`config.mk`:
```
export PLATFORM = sky130hd
export DESIGN_NAME = circ_fifo_param
export DESIGN_NICKNAME = d
export VERILOG_FILES = /design/src/rtl/fifo_pkg.sv /design/src/rtl/fifo_dpram.sv /design/src/rtl/circ_fifo_param.sv
export SDC_FILE = /design/constraint.sdc
export NUM_CORES = 1
export LEC_CHECK = 0
export BUFFER_PORTS_ARGS = -buffer_cell sky130_fd_sc_hd__buf_2
export CORE_MARGIN = 5
export CORE_UTILIZATION = 50
export CTS_BUF_LIST = sky130_fd_sc_hd__clkbuf_16
export DETAILED_ROUTE_END_ITERATION = 12
export GPL_ROUTABILITY_DRIVEN = 1
export GPL_TIMING_DRIVEN = 1
export PLACE_DENSITY = 0.67
export SYNTH_ARGS = -nofsm -noshare
export SYNTH_HDL_FRONTEND = slang
export SYNTH_SLANG_ARGS = --single-unit
```
`constraint.sdc`:
```
create_clock -name clk -period 8.2 [get_ports clk]
set_input_delay 0.82 -clock clk [delete_from_list [all_inputs] [get_ports clk]]
set_output_delay 0.82 -clock clk [all_outputs]
set_load 0.02 [all_outputs]
```
`src/rtl/fifo_pkg.sv`:
```
// Shared FIFO constants and pointer-width derivation.
package fifo_pkg;
  localparam int DEF_DATA_W = 8;
  localparam int DEF_DEPTH  = 16;

  // Pointer width: address bits plus one wrap bit.
  function automatic int ptr_w(input int depth);
    return $clog2(depth) + 1;
  endfunction
endpackage

```
`src/rtl/fifo_dpram.sv`:
```
// Simple dual-port storage: one write port, one registered read port, no reset.
module fifo_dpram #(
  parameter int DATA_W = 8,
  parameter int DEPTH  = 16,
  parameter int AW     = $clog2(DEPTH)
) (
  input  logic              clk,
  input  logic              we,
  input  logic [AW-1:0]     waddr,
  input  logic [DATA_W-1:0] wdata,
  input  logic              re,
  input  logic [AW-1:0]     raddr,
  output logic [DATA_W-1:0] rdata
);
  logic [DATA_W-1:0] mem [DEPTH];

  // Write and read on the same edge; a read sees the pre-write contents.
  always_ff @(posedge clk) begin
    if (we) mem[waddr] <= wdata;
    if (re) rdata <= mem[raddr];
  end
endmodule

```
`src/rtl/circ_fifo_param.sv`:
```
// Circular FIFO with registered status flags and sticky error flags.
module circ_fifo_param
  import fifo_pkg::*;
#(
  parameter int DATA_W   = DEF_DATA_W,
  parameter int DEPTH    = DEF_DEPTH,
  parameter int AF_LEVEL = 12,
  parameter int AE_LEVEL = 2
) (
  input  logic                       clk,
  input  logic                       rst_n,
  input  logic                       wr,
  input  logic                       rd,
  input  logic [DATA_W-1:0]          data_in,
  input  logic                       clr_err,
  output logic [DATA_W-1:0]          data_out,
  output logic                       fifo_full,
  output logic                       fifo_empty,
  output logic                       fifo_threshold,
  output logic                       fifo_almost_empty,
  output logic                       fifo_overflow,
  output logic                       fifo_underflow,
  output logic [ptr_w(DEPTH)-1:0]    fill_count
);
  localparam int PW = ptr_w(DEPTH);
  localparam int AW = PW - 1;
  localparam logic [PW-1:0] AF_PW = PW'(AF_LEVEL);
  localparam logic [PW-1:0] AE_PW = PW'(AE_LEVEL);

  logic [PW-1:0]     wr_ptr, rd_ptr, wr_ptr_nxt, rd_ptr_nxt, cnt_nxt;
  logic              rd_ok, wr_ok;
  logic              rd_seen;
  logic [DATA_W-1:0] ram_q;

  // Accept decisions use the registered flags; a read frees room for a write when full.
  always_comb begin
    rd_ok      = rd & ~fifo_empty;
    wr_ok      = wr & (~fifo_full | rd_ok);
    wr_ptr_nxt = wr_ptr + {{(PW-1){1'b0}}, wr_ok};
    rd_ptr_nxt = rd_ptr + {{(PW-1){1'b0}}, rd_ok};
    cnt_nxt    = wr_ptr_nxt - rd_ptr_nxt;
  end

  // Pointers, registered status derived from next-state pointers, sticky errors.
  always_ff @(posedge clk or negedge rst_n) begin
    if (!rst_n) begin
      wr_ptr            <= '0;
      rd_ptr            <= '0;
      fill_count        <= '0;
      fifo_full         <= 1'b0;
      fifo_empty        <= 1'b1;
      fifo_threshold    <= 1'b0;
      fifo_almost_empty <= 1'b1;
      fifo_overflow     <= 1'b0;
      fifo_underflow    <= 1'b0;
      rd_seen           <= 1'b0;
    end else begin
      wr_ptr            <= wr_ptr_nxt;
      rd_ptr            <= rd_ptr_nxt;
      fill_count        <= cnt_nxt;
      fifo_full         <= (wr_ptr_nxt[AW-1:0] == rd_ptr_nxt[AW-1:0]) &&
                           (wr_ptr_nxt[AW] != rd_ptr_nxt[AW]);
      fifo_empty        <= (wr_ptr_nxt == rd_ptr_nxt);
      fifo_threshold    <= (cnt_nxt >= AF_PW);
      fifo_almost_empty <= (cnt_nxt <= AE_PW);
      if (wr && !wr_ok)  fifo_overflow <= 1'b1;
      else if (clr_err)  fifo_overflow <= 1'b0;
      if (rd && !rd_ok)  fifo_underflow <= 1'b1;
      else if (clr_err)  fifo_underflow <= 1'b0;
      rd_seen           <= rd_seen | rd_ok;
    end
  end

  // Storage has no reset, so data_out reads as zero until the first accepted read.
  assign data_out = rd_seen ? ram_q : '0;

  fifo_dpram #(.DATA_W(DATA_W), .DEPTH(DEPTH), .AW(AW)) u_ram (
    .clk   (clk),
    .we    (wr_ok),
    .waddr (wr_ptr[AW-1:0]),
    .wdata (data_in),
    .re    (rd_ok),
    .raddr (rd_ptr[AW-1:0]),
    .rdata (ram_q)
  );
endmodule

```
Word level (Yosys, flattened, before mapping)
Memory sizes are Yosys's and may differ from the RTL's. A register that Yosys moved wholly into a read port is not among the register bits.
Index checks and enable logic that the tools add are counted.
- output and inout bits: 19
- bits in registers: 22
- memories kept: 1
- word-level logic and storage cells: 38
- RAM bits: 128
- input bits: 13
- add/subtract/negate cells: 3
- reduce and logical (&&, ||, !) cells: 7
- muxes and demuxes: 6
- magnitude comparators: 2
- bitwise logic cells: 6
- equal/unequal tests: 3
- memory list (name ; words ; width ; read ports ; clocked after Yosys merged registers in ; write ports ; RTL line ; RTL):
    u_ram.mem ; 16 ; 8 ; 1 ; 1 ; 1 ; fifo_dpram.sv:15 ; logic [DATA_W-1:0] mem [DEPTH];
- operators by type and width (operator ; count):
    5-bit by 1-bit adder with 5-bit output ; 2
    8-bit 2-to-1 mux ; 1
    5-bit equality test ; 1
    5-bit by 4-bit >= comparator with 1-bit output (second input constant) ; 1
    5-bit by 2-bit less-or-equal comparator with 1-bit output (second input constant) ; 1
    1-bit 2-to-1 mux ; 5
    5-bit subtractor ; 1
    4-bit equality test ; 1
    2-bit nonzero test ; 2
    1-bit logical AND ; 3
    1-bit bitwise AND ; 2
    1-bit zero test ; 2
    1-bit NOT ; 2
    1-bit bitwise OR ; 2
    1-bit inequality test ; 1

Logic depth before layout (Yosys ltp)
- depth in word-level cells: 7
- depth in mapped cells: 12
- depth with buffers taken out: 12

Modules after synthesis
A second synthesis with hierarchy kept.
- cells, all modules: 324
- area, all modules: 6347.3 um^2
- by module, submodules not included (module ; times used ; cells an instance ; area each (um^2) ; seq. area each (um^2)):
    fifo_dpram ; 1 ; 229 ; 5227.5 ; 4083.9
    circ_fifo_param ; 1 ; 95 ; 1119.8 ; 553.0

Worst setup path before layout
OpenSTA, ideal clock, no wires.
- path type: input to register
- start point: input port rd
- end point: register fifo_almost_empty
- setup slack: 5.041 ns
- data required time: 8.120 ns
- buffers on the path: 0
- library setup time: 0.080 ns
- arrival: 3.079 ns
- stages: 12
- path through: nand2b_1 > inv_1 > o21ai_0 > inv_1 > ha_1 > ha_1 > inv_1 > fa_1 > inv_1 > a21oi_1 > o211a_1 > o2111a_1
- word-level cells in the longest chain between the ends: 6
- elaborated cells between the ends (all ways): 7
- those cells by class: add/sub: 3; order compare: 1; bitwise: 3
- ends and longest elaborated chain (item ; RTL line ; RTL):
    from (decl) ; circ_fifo_param.sv:13 ; input logic rd,
    1-bit bitwise AND ; circ_fifo_param.sv:37 ; rd_ok = rd & ~fifo_empty;
    net rd_ok ; circ_fifo_param.sv:31 ; logic rd_ok, wr_ok;
    1-bit bitwise OR ; circ_fifo_param.sv:38 ; wr_ok = wr & (~fifo_full | rd_ok);
    1-bit bitwise AND ; circ_fifo_param.sv:38 ;
    5-bit by 1-bit adder with 5-bit output ; circ_fifo_param.sv:39 ; wr_ptr_nxt = wr_ptr + {{(PW-1){1'b0}}, wr_ok};
    net wr_ptr_nxt[1] ; circ_fifo_param.sv:30 ; logic [PW-1:0] wr_ptr, rd_ptr, wr_ptr_nxt, rd_ptr_nxt, cnt_nxt;
    5-bit subtractor ; circ_fifo_param.sv:41 ; cnt_nxt = wr_ptr_nxt - rd_ptr_nxt;
    5-bit by 2-bit less-or-equal comparator with 1-bit output ; circ_fifo_param.sv:65 ; fifo_almost_empty <= (cnt_nxt <= AE_PW);
    to (signal assigned) ; circ_fifo_param.sv:65 ;
    to (decl) ; circ_fifo_param.sv:20 ; output logic fifo_almost_empty,
The timed path passes the listed nets, and every way through them passes these cells.
A chain may end at the register's enable or synchronous reset.

Worst setup path after layout
- start point: register fifo_empty
- end point: register fifo_almost_empty
- word-level cells in the longest chain between the ends: 7
- elaborated cells between the ends (all ways): 8
- those cells by class: add/sub: 3; order compare: 1; bitwise: 4
- ends and longest elaborated chain (item ; RTL line ; RTL):
    from (decl) ; circ_fifo_param.sv:18 ; output logic fifo_empty,
    from (signal assigned) ; circ_fifo_param.sv:63 ; fifo_empty <= (wr_ptr_nxt == rd_ptr_nxt);
    1-bit NOT ; circ_fifo_param.sv:37 ;
    1-bit bitwise AND ; circ_fifo_param.sv:37 ;
    net rd_ok ; circ_fifo_param.sv:31 ;
    1-bit bitwise OR ; circ_fifo_param.sv:38 ;
    1-bit bitwise AND ; circ_fifo_param.sv:38 ;
    5-bit by 1-bit adder with 5-bit output ; circ_fifo_param.sv:39 ;
    net wr_ptr_nxt[1] ; circ_fifo_param.sv:30 ;
    5-bit subtractor ; circ_fifo_param.sv:41 ;
    5-bit by 2-bit less-or-equal comparator with 1-bit output ; circ_fifo_param.sv:65 ;
The timed path passes the listed nets, and every way through them passes these cells.

==> run_results.csv <==
group,metric,value,unit
timing,tightest_slew,1030,ps
power,p_int,1920,uW
clocking,clock-sinks,158,
clocking,cts_buffer_depth,2,
drt,avgRoutedWirePerCell,20.7,um
timing,fin_skew,6.36,ps
clocking,cts_made_buffers,17,
worst_setup_path,crit_path_frequent_cell,"inv_1",
global_route,grt.busiest_layer,"met2",
drt,drc,0,
floorplanning,dieHeight,123,um
clocking,cts_setup_buffers,0,
worst_setup_path,critPathLaunchType,"flip-flop",
floorplanning,coreArea,12600,um2
power,pwr-share-seq,0.425,
global_route,grt_usage,0.162,
yosys,syn_nets,331,
timing,hold_slack,356,ps
yosys,yosys.area.top_type_share,0.641,
clocking,hold_buffers,0,
layout,antennaDiodeCount,0,
yosys,yosys.area_share.simple,0.0389,
global_route,grtUsageMet1,0.219,
global_route,grt_pass1_vias,3028,
yosys,postSynthCellCount,309,
floorplanning,ios,32,
placement,place_area,6660,um2
yosys,yosys_warnings,0,
timing,setup_tns,0,ps
global_route,grt_pass1_wl,17.3,mm
min_path,hp-class,"in -> async",
worst_setup_path,rr_worst_depth,12,
yosys,synth_cell_types,37,
floorplanning,die_area,15100,um2
power,p_sw_frac,0.325,
global_route,gr-usage-met2,0.259,
timing,relSlewSlack,0.314,
floorplanning,start_util,0.507,
timing,fin_crit,3250,ps
layout,area_growth,13.8,%
yosys,synthMuxAreaShare,0.150,
placement,io_buffers,31,
yosys,synth_area_per_cell,20.6,um2
worst_setup_path,critPathRequiredTime,8540,ps
worst_setup_path,crit_fanout,10,
placement,dpl.hpwl,7.17,mm
drt,finalWirelength,11.1,mm
clocking,htree_num_levels,4,
floorplanning,die_x,123,um
timing,finalHoldViolations,0,
yosys,synth_seq_cells,158,
power,clkPwrFrac,0.273,
worst_setup_path,crit_path_end_kind,"flip-flop",
timing,rsz0062_at_grt,"no",
run,maxCapViolations,0,
global_route,antenna_found_initial,0,
power,comb_power_share,0.302,
floorplanning,num_rows,41,
timing,fmax,308,MHz
yosys,synth-edff-count,136,
yosys,synth_compound_area_frac,0.0134,
drt,vias_per_cell,5.50,
timing,maxSlewViolCount,0,
power,report.power.total,2840,uW
layout,drive_gt1_frac,0.284,
drt,vias,2941,
power,p_leak,0.00256,uW
status,status,"completed",
yosys,ys_async_sr_fraction,0.139,
placement,gp_congestion,0.780,
drt,drtIter0Drc,229,
power,peakVddDrop,0.000168,V
yosys,synthAdderAreaFrac,0.0189,
clocking,clk_pin_slew_worst_paths,60,ps
yosys,synth_top_family_by_area,"multiplexers",
timing,setup_violations,0,
layout,fin_area,7250,um2
worst_setup_path,crit_slowest_cell,"dfstp_2",
drt,postRouteAntennaNets,0,
clocking,clockRootBuffer,"clkbuf_16",
yosys,seq_area_frac_synth,0.728,
clocking,clock_latency,420,ps
power,p_sw,922,uW
power,power.density,392,nW/um2
drt,first_pass_iters,5,
yosys,syn_area,6370,um2
clocking,cts_tree,"done",
global_route,overflow,0,
yosys,synth_ff_type,"edfxtp_1",
timing,finalCritPeriodShare,0.396,
yosys,yosysTopAreaCell,"edfxtp_1",
worst_setup_path,cp_data_arrival_time,3590,ps
yosys,synth_xor_area_frac,0.0232,
worst_setup_path,slowest_delay,540,ps
worst_setup_path,worstPathCellList,"nand2b_1 -> inv_1 -> o21ai_0 -> inv_1 -> ha_1 -> ha_1 -> inv_1 -> fa_1 -> inv_1 -> a21oi_1 -> o211a_1 -> o2111a_1",
worst_setup_path,crit_type,"reg -> reg",
global_route,grt_max_degree,35,
global_route,use_met3,0.0429,
yosys,synth.area.top_cells,"edfxtp_1, mux4_2, dfrtp_1",
layout,finalNetCount,372,
clocking,cts_resized,0,
## state kept, by name, summed over array words and instances, names as in the netlist
| signal | flops |
|---|---|
| wr_ptr | 5 |
| u_ram.rdata | 8 |
| fifo_empty | 1 |
| fifo_full | 1 |
| fifo_underflow | 1 |
| fifo_threshold | 1 |
| rd_seen | 1 |
| u_ram.mem | 128 |
| fill_count | 5 |
| fifo_overflow | 1 |
| rd_ptr | 5 |
| fifo_almost_empty | 1 |
## area by class of cell
class	count	area [um2]
clock inverter	15	164
multi-input combinational	120	1560
fill	955	5320
clock buffer	17	425
tap	172	215
inverter	19	71.3
sequential	158	4640
timing repair buffer	34	178
## critical path: cells and delay by family (launching register included)
| family | cells | cell delay (ps) |
|---|---|---|
| flops | 1 | 540 |
| compound gates | 4 | 990 |
| fa+ha+maj | 3 | 1020 |
| simple gates | 1 | 140 |
| buf+inv | 4 | 480 |
## cell families (layout without fill, tap and decap cells)
group           Yosys count  count (layout)
xor+xnor                 13              13
fa+ha+maj                 9               9
flops                   158             158
simple gates             47              47
mux                      40              40
compound gates           11              11
buf+inv                  31              85
## placed cells by master, fill, tap and decap left out, types with 2 or more instances in the layout
cell type	instances
a211oi_2	2
nand2_1	5
dfrtp_1	18
and2_1	8
inv_6	2
nor2_1	15
clkinvlp_4	2
a21oi_1	2
ha_1	8
clkinv_4	4
dfrtp_2	2
inv_1	20
clkbuf_16	17
nand3_1	5
o21ai_0	3
mux4_1	14
xor2_1	7
inv_8	2
mux4_2	26
edfxtp_1	136
nand2b_1	3
buf_4	3
xnor2_1	3
clkinv_2	2
dfstp_2	2
bufinv_16	2
nor3_1	4
buf_2	31
## power by group through the flow
| stage | clock [uW] | combinational (uW) | sequential, uW |
|---|---|---|---|
| after CTS | 788 | 869 | 1220 |
| after detailed placement | 0 | 866 | 1230 |
| after global routing | 823 | 933 | 1230 |
| final | 776 | 858 | 1210 |
| after floorplan | 0 | 756 | 1130 |
| after global placement | 0 | 852 | 1230 |
## cell usage after synthesis (3+ instances only)
cell,instances
xnor2_1,3
mux4_1,14
nor3_1,5
o21ai_0,3
nand2_1,5
nand2b_1,3
mux4_2,26
nand3_1,5
xor2_1,7
ha_1,8
buf_2,5
dfrtp_1,20
and2_1,8
buf_6,3
nor2_1,15
edfxtp_1,136
inv_1,19
## worst paths after layout
path                                           start                          end  slack (ps)
worst max-delay path            fifo_empty$_DFF_PN1_  fifo_almost_empty$_DFF_PN1_        4950
worst min-delay path                           rst_n      fill_count[2]$_DFF_PN0_         360
worst max register to register  fifo_empty$_DFF_PN1_  fifo_almost_empty$_DFF_PN1_        4950
worst min register to register   wr_ptr[4]$_DFF_PN0_          wr_ptr[4]$_DFF_PN0_         520
max in group asynchronous                      rst_n          rd_ptr[0]$_DFF_PN0_        7490
min in group clk                 wr_ptr[4]$_DFF_PN0_          wr_ptr[4]$_DFF_PN0_         520
## per-stage QoR
stage,setup slack (ps),util,cells
final,4950,0.577,535
after global routing,4740,0.577,535
after CTS,4930,0.577,535
after detailed placement,4570,0.530,503
after global placement,4720,0.530,503
after floorplan,5040,-,309
## per-layer routing
layer / part of all wire / wire [um]
met1: 0.44 / 4830
met2: 0.49 / 5430
met3: 0.062 / 689
met4: 0.013 / 140
met5: 0 / 0
No activity file was read; power rests on OpenSTA's default activity.
